**config.mk**
```make
export PLATFORM = sky130hd
export DESIGN_NAME = tone_gen_flat
export DESIGN_NICKNAME = d
export VERILOG_FILES = /design/src/rtl/tone_gen_if.sv /design/src/rtl/tone_gen.sv /design/src/flat_wrapper.sv
export SDC_FILE = /design/constraint.sdc
export NUM_CORES = 1
export LEC_CHECK = 0
export ABC_AREA = 1
export CORE_ASPECT_RATIO = 0.5
export CORE_MARGIN = 10
export CORE_UTILIZATION = 57
export DETAILED_ROUTE_END_ITERATION = 10
export PLACE_DENSITY = 0.79
export SLEW_MARGIN = 0
export SYNTH_ARGS = -nofsm -noshare
export SYNTH_HDL_FRONTEND = slang
export SYNTH_SLANG_ARGS = --single-unit
```
**constraint.sdc**
```tcl
create_clock -name clk -period 2.5 [get_ports clk]
set_input_delay 0.5 -clock clk [delete_from_list [all_inputs] [get_ports clk]]
set_output_delay 0.5 -clock clk [all_outputs]
set_load 0.005 [all_outputs]
```
**src/rtl/tone_gen_if.sv**
```systemverilog
// Frequency request handshake and tone outputs of tone_gen.
// The slave side is the tone generator; the master side requests tones and watches the outputs.
interface tone_gen_if;
  logic [7:0] freq_in;
  logic       freq_valid;
  logic       freq_ready;
  logic       wave_out;
  logic [7:0] sample_out;
  logic       active;

  modport master (
    output freq_in, freq_valid,
    input  freq_ready, wave_out, sample_out, active
  );

  modport slave (
    input  freq_in, freq_valid,
    output freq_ready, wave_out, sample_out, active
  );
endinterface

```
**src/rtl/tone_gen.sv**
```systemverilog
// Square-wave tone generator with glitch-free half-period updates at wave boundaries.
// Define TONE_GEN_ENVELOPE_EN to add a per-period decaying amplitude envelope.
module tone_gen #(
  parameter int         PRESCALE  = 1,
  parameter logic [7:0] AMPLITUDE = 8'd127
) (
  input logic        clk,
  input logic        rst_n,
  tone_gen_if.slave  bus
);

  typedef enum logic {IDLE, RUN} state_e;

  localparam logic [15:0] PRESC_MAX = 16'(PRESCALE - 1);

  state_e      state_q, state_d;
  logic        pendValid_q, pendValid_d;
  logic [7:0]  pendVal_q, pendVal_d;
  logic [7:0]  halfPer_q, halfPer_d;
  logic [7:0]  halfCnt_q, halfCnt_d;
  logic [15:0] presc_q, presc_d;
  logic        wave_q, wave_d;
  logic [7:0]  sample_q, sample_d;

  logic       accept;
  logic       tick;
  logic       boundary;
  logic       pendNonZero;
  logic       pendMute;
  logic       loadTone;
  logic       consume;
  logic [7:0] level;

  assign accept      = bus.freq_valid && !pendValid_q;
  assign tick        = (presc_q == PRESC_MAX);
  assign boundary    = (state_q == RUN) && tick && (halfCnt_q == (halfPer_q - 8'd1));
  assign pendNonZero = pendValid_q && (pendVal_q != 8'd0);
  assign pendMute    = pendValid_q && (pendVal_q == 8'd0);
  assign loadTone    = pendNonZero && ((state_q == IDLE) || boundary);

  always_comb begin
    state_d     = state_q;
    pendValid_d = pendValid_q;
    pendVal_d   = pendVal_q;
    halfPer_d   = halfPer_q;
    halfCnt_d   = halfCnt_q;
    presc_d     = tick ? 16'd0 : (presc_q + 16'd1);
    wave_d      = wave_q;
    consume     = 1'b0;

    case (state_q)
      IDLE: begin
        if (pendValid_q) begin
          consume = 1'b1;
          if (pendNonZero) begin
            state_d   = RUN;
            halfPer_d = pendVal_q;
            halfCnt_d = 8'd0;
            wave_d    = 1'b1;
            presc_d   = 16'd0;
          end
        end
      end
      RUN: begin
        if (boundary) begin
          halfCnt_d = 8'd0;
          if (pendMute) begin
            consume = 1'b1;
            wave_d  = 1'b0;
            state_d = IDLE;
          end else begin
            wave_d = !wave_q;
            if (pendNonZero) begin
              consume   = 1'b1;
              halfPer_d = pendVal_q;
            end
          end
        end else if (tick) begin
          halfCnt_d = halfCnt_q + 8'd1;
        end
      end
      default: state_d = IDLE;
    endcase

    // A value accepted on a boundary edge waits for the next boundary, since
    // accept only happens while the pending slot is empty.
    if (accept) begin
      pendValid_d = 1'b1;
      pendVal_d   = bus.freq_in;
    end else if (consume) begin
      pendValid_d = 1'b0;
    end

    sample_d = wave_d ? level : 8'd0;
  end

`ifdef TONE_GEN_ENVELOPE_EN
  logic [7:0] env_q, env_d;

  // A fresh tone restarts the decay; otherwise each falling edge costs one step.
  always_comb begin
    env_d = env_q;
    if (loadTone) begin
      env_d = AMPLITUDE;
    end else if (boundary && wave_q && (env_q != 8'd0)) begin
      env_d = env_q - 8'd1;
    end
  end

  always_ff @(posedge clk or negedge rst_n) begin
    if (!rst_n) begin
      env_q <= 8'd0;
    end else begin
      env_q <= env_d;
    end
  end

  assign level = env_d;
`else
  assign level = loadTone ? AMPLITUDE : AMPLITUDE;
`endif

  always_ff @(posedge clk or negedge rst_n) begin
    if (!rst_n) begin
      state_q     <= IDLE;
      pendValid_q <= 1'b0;
      pendVal_q   <= 8'd0;
      halfPer_q   <= 8'd0;
      halfCnt_q   <= 8'd0;
      presc_q     <= 16'd0;
      wave_q      <= 1'b0;
      sample_q    <= 8'd0;
    end else begin
      state_q     <= state_d;
      pendValid_q <= pendValid_d;
      pendVal_q   <= pendVal_d;
      halfPer_q   <= halfPer_d;
      halfCnt_q   <= halfCnt_d;
      presc_q     <= presc_d;
      wave_q      <= wave_d;
      sample_q    <= sample_d;
    end
  end

  assign bus.freq_ready = !pendValid_q;
  assign bus.wave_out   = wave_q;
  assign bus.sample_out = sample_q;
  assign bus.active     = (state_q == RUN);

endmodule
```
**src/flat_wrapper.sv**
```systemverilog
// flat-port wrapper written by rule: the top's interface ports become plain ports
module tone_gen_flat 
#(
  parameter int         PRESCALE  = 1,
  parameter logic [7:0] AMPLITUDE = 8'd127
)
  (clk, rst_n, bus_freq_in, bus_freq_valid, bus_freq_ready, bus_wave_out, bus_sample_out, bus_active);
  tone_gen_if bus_i ();
  input logic clk;
  input logic rst_n;
  input wire logic [$bits(bus_i.freq_in)-1:0] bus_freq_in;
  input wire logic [$bits(bus_i.freq_valid)-1:0] bus_freq_valid;
  output wire logic [$bits(bus_i.freq_ready)-1:0] bus_freq_ready;
  output wire logic [$bits(bus_i.wave_out)-1:0] bus_wave_out;
  output wire logic [$bits(bus_i.sample_out)-1:0] bus_sample_out;
  output wire logic [$bits(bus_i.active)-1:0] bus_active;
  assign bus_i.freq_in = bus_freq_in;
  assign bus_i.freq_valid = bus_freq_valid;
  assign bus_freq_ready = bus_i.freq_ready;
  assign bus_wave_out = bus_i.wave_out;
  assign bus_sample_out = bus_i.sample_out;
  assign bus_active = bus_i.active;
  tone_gen #(.PRESCALE(PRESCALE), .AMPLITUDE(AMPLITUDE)) u_core (.clk(clk), .rst_n(rst_n), .bus(bus_i));
endmodule
```
* After elaboration in Yosys (flattened, before gate mapping)
Cells that the tools add are included.
Operators by class: equality and inequality tests 6, reductions and logical operators 13, bitwise logic cells 1, $add $sub $neg 3, mux-type cells 31
Operators with widths (number):
- 16-bit two-way mux | 4
- 8-bit two-way mux | 8
- 8-bit one-hot mux with 2 select lines | 2
- 16-bit by 1-bit adder with 16-bit output (second input constant) | 1
- 16-bit zero test | 1
- 1-bit two-way mux | 13
- 8-bit by 1-bit adder with 8-bit output (second input constant) | 1
- 8-bit equality test | 1
- 8-bit zero test | 1
- 8-bit nonzero test | 1
- 8-bit by 1-bit subtractor with 8-bit output (second input constant) | 1
- 7-bit two-way mux | 1
- 1-bit one-hot mux with 2 select lines | 3
- 3-bit AND reduction | 2
- 1-bit logical AND | 5
- 2-bit by 1-bit inequality test with 1-bit output (second input constant) | 2
- 2-bit inequality test (second input constant) | 2
- 3-bit inequality test (second input constant) | 1
- 1-bit zero test | 2
- 2-bit nonzero test | 1
- 1-bit NOT | 1
Word-level totals: register bits 51, input bits 11

* Depth between registers and ports, before layout
depth in word-level cells 8, gate-level depth with buffers 14, depth with buffers taken out 14

* Worst setup path before layout
No wires, ideal clock.
path type reg-to-reg, from reg u_core.halfPer_q[0], to reg u_core.halfPer_q[2], data arrival time 1656 ps, period minus slack after synthesis 1773 ps, required time 2383 ps, path buffers 0, cell stages (with the launch flop) 14, setup slack 727 ps, cells stage by stage dfrtp_1 inv_2 ha_1 inv_1 nand2_1 nand2_1 nor2_1 nand2_1 nor2_2 nand3_2 o21bai_4 nand3_4 nand2_1 nand2_1
On the way: longest elaborated chain between the ends 5
RTL lines:
- start: declaration | RTL line tone_gen.sv:19 | logic [7:0] halfPer_q, halfPer_d;
- start signal: assignment | RTL line tone_gen.sv:137 | halfPer_q <= halfPer_d;
- 8-bit by 1-bit subtractor with 8-bit output | RTL line tone_gen.sv:36 | assign boundary = (state_q == RUN) && tick && (halfCnt_q == (halfPer_q - 8'd1));
- 8-bit equality test | RTL line tone_gen.sv:36
- 1-bit logical AND | RTL line tone_gen.sv:36
- 2-bit inequality test (no line)
- 3-bit AND reduction (no line)
No other way between the ends. A chain may end at the register's enable or synchronous reset.

* Worst setup path after layout
from reg u_core.halfPer_q[0], to reg u_core.halfPer_q[3]
Same word-level chain as after synthesis.

==> summary.md <==
| Metric | Value |
|---|---|
| Clk root buf | clkbuf_8 |
| Outcome | finished clean |
| Layout cells sized above 1 | 11.93% |
| Setup WS pre-CTS | 0.5119 ns |
| Post-Syn Area | 0.002476 mm^2 |
| Total chip power | 2.912 mW |
| Post-DRT Antenna Nets | 0 |
| Starting Density | 61.23% |
| First-pass GRT wire length | 8749 um |
| Clk_lat worst skew | 0.30 ns |
| Gates resized, CTS repair | 0 |
| Slew Limit Fails | 0 |
| Crit path DAT | 2.21 ns |
| Num CTS Buffers | 5 |
| Seq/Total Area, Yosys | 43.46% |
| Post-synthesis mux area share | 3.638% |
| Setup_tns | 0 ns |
| Port bufs | 20 |
| Largest family of logic cells by synthesized area | simple AND/OR/NAND/NOR gates |
| Complex-gate fraction of the synthesized area | 4.598% |
| Post-Synth XOR/XNOR Area | 5.306% |
| Worst-margin pin slew | 0.9448 ns |
| Synth unique cells | 32 |
| Final WS setup | 0.4737 ns |
| Critical Path End Type | flip-flop |
| Syn avg cell area | 7.988 um^2 |
| Syn Inst Count | 310 |
| P&R area growth vs syn | 12.23% |
| Core area | 0.004044 mm^2 |
| Fillers | 334 |
| Finished Cell Area | 0.002779 mm^2 |
| Worst reg-to-reg path cell count | 13 |
| Final net count | 341 |
| CTS Buffer Depth | 2 |
| Post-DP HPWL | 3741 um |
| Post-DR vias/cell | 5.186 |
| Setup CP Type | flip-flop to flip-flop |
| Drt pass-1 iters | 4 |
| WL/cell | 13.30 um |
| RSZ-0062 raised after global routing | false |
| PD cells | 1048 mW/mm^2 |
| VDD IR max | 0.3776 mV |
| FF-to-FF End | u_core.halfPer_q[3] |
| Die area | 0.007540 mm^2 |
| Vias in the first global route | 1924 |
| Post-CTS Setup Inserts | 0 |
| Leak | 1.332 nW |
| Worst R2R Setup Slack | 0.47 ns |
| Largest net degree at the start of global routing | 44 |
| Worst reg2reg startpoint | u_core.halfPer_q[0] |
| Synth warn | 0 |
| Max-cap viol count | 0 |
| Post-Synth Adder-Cell Area | 2.021% |
| Routed WL | 5068 um |
| Hold Fails Final Rpt | 0 |
| Tmin final | 2.026 ns |
| Site Rows | 16 |
| Final Skew | 0.008807 ns |
| Total I/O pin count | 22 |
| CTS Hold Bufs | 0 |
| Area contributors post-synth | dfrtp_1 (43%), nand2_1 (11%), nor2_1 (6.8%) |
| Relative slew slack | 37.01% |
| Initial DRC count | 106 |
| Worst hold path class | primary input to asynchronous set/reset pin |
| Critical Path Start | u_core.halfPer_q[0] |
| Initial antenna violation count | 0 |
| Number of antenna diodes | 0 |
| Seq cells post-synth | 43 |
| Die X | 113.2 um |
| Via Count | 1976 |
| Final setup violation count | 0 |
| Synth Area in Simple Gates | 32.39% |
| Synth Net Count | 325 |
| Max Fclk | 493.5 MHz |
| Area share of the largest cell type after synthesis | 43.46% |
| Largest area contributor in the netlist | dfrtp_1 |
| Tcrit/Tclk final | 81.05% |
| CTS tree | done |
| Crit start category | flip-flop |
| All-Layer GR Usage | 14.02% |
| DRC Markers | 0 |
| CP Max Fanout | 9 |
| Gr ovfl total | 0 |
| Htree depth | 2 |
| GPL Wtd Cong | 0.8826 |
| Post-DP Area | 0.002661 mm^2 |
| Critical Path RT | 2.69 ns |
| Clock Pin Slew Worst Setup and Hold Paths | 0.08 ns |
| Sink Count | 43 |
| Die Y | 66.61 um |
==> cells by family after synthesis <==
family,Yosys count
compound gates,18
xor+xnor,15
fa+ha+maj,4
buf+inv,46
flops,43
mux,8
other cells,1
simple gates,175
==> per-layer routing <==
metal,share of wire [%],vias up,global-route usage [%]
li1,-,1008,-
met1,48,927,17.39
met2,46,35,23.36
met3,5.5,6,4.468
met4,0.63,0,3.459
met5,0,-,0
==> metrics by stage <==
step / utilization (%) / cells / hold WS, ns
6_report: 68.72 / 381 / 0.3389
4_1_cts: 68.72 / 381 / 0.3881
3_5_place_dp: 65.81 / 373 / 0.4808
5_1_grt: 68.72 / 381 / 0.4217
3_3_place_gp: 65.81 / 373 / 0.4795
2_1_floorplan: - / 310 / 0.2044
==> cell usage in the layout (no fill, tap or decap), drive strengths merged, types with 2 or more instances in the layout <==
master / netlist / final
xor2: 12 / 12
nand3: 24 / 24
nand2: 76 / 76
nor2: 54 / 54
mux2: 8 / 8
inv: 35 / 35
o21ai: 8 / 8
nand4: 8 / 8
clkdlybuf4s50: 0 / 19
nor3: 8 / 8
ha: 4 / 4
nor3b: 2 / 2
clkbuf: 1 / 6
o21a: 2 / 2
dfrtp: 43 / 43
o21bai: 2 / 2
xnor2: 3 / 3
a21oi: 5 / 5
==> power breakdown <==
part	switching (mW)	internal (mW)
clock network	0.245	0.323
logic	0.630	0.549
registers	0.267	0.898
==> flip-flops by register name, indices dropped and copies added (netlist names) <==
signal,flops
u_core.pendValid_q,1
u_core.bus.sample_out,1
u_core.presc_q,16
u_core.halfPer_q,8
u_core.halfCnt_q,8
u_core.pendVal_q,8
u_core.bus.active,1
==> cell usage after synthesis <==
cell	number
nand2_1	74
o21bai_1	1
buf_2	1
nor2_4	2
nor2_1	45
ha_1	4
buf_4	9
inv_1	30
inv_2	5
conb_1	1
clkbuf_2	1
nand3_4	1
o21a_1	2
nor3_1	6
o21ai_0	8
mux2_2	8
or2_1	1
nor3b_1	2
a21oi_1	5
xnor2_1	3
xor2_1	12
o211ai_1	1
and2_1	1
nand4_1	8
nand2_2	2
nor4_1	1
o21bai_4	1
nand3_1	21
nor3_2	2
nor2_2	7
nand3_2	2
dfrtp_1	43
==> critical path, stage by stage, from the launching register on <==
cell      delay, ns
dfrtp_1        0.43
inv_2          0.09
ha_1           0.31
inv_1          0.04
nand2_1        0.05
nand2_1        0.04
nor2_1         0.08
nand2_1        0.06
nor2_2         0.11
nand3_2        0.12
o21bai_4       0.26
nand3_4        0.15
nand2_1        0.09
nand2_1        0.06
==> area by class of cell <==
type,instances,area (um^2),area share (%)
tap,54,67.56,2.431
timing repair buffer,20,195.2,7.024
sequential,43,1076,38.72
clock buffer,6,82.58,2.972
multi-input combinational,221,1191,42.86
inverter,35,131.4,4.728
clock inverter,2,35.03,1.261
==> worst max-delay path by stage <==
| stage | endpoint | slack [ns] | cells after the start |
|---|---|---|---|
| CTS | u_core.halfPer_q[3] | 0.47 | 13 |
| global placement | u_core.halfPer_q[3] | 0.62 | 13 |
| finish | u_core.halfPer_q[3] | 0.47 | 13 |
| detailed placement | u_core.halfPer_q[6] | 0.51 | 13 |
| floorplan | u_core.halfPer_q[2] | 0.73 | 13 |
| global route | u_core.halfPer_q[7] | 0.24 | 13 |
Note: power is estimated with default switching activity, not from simulation.
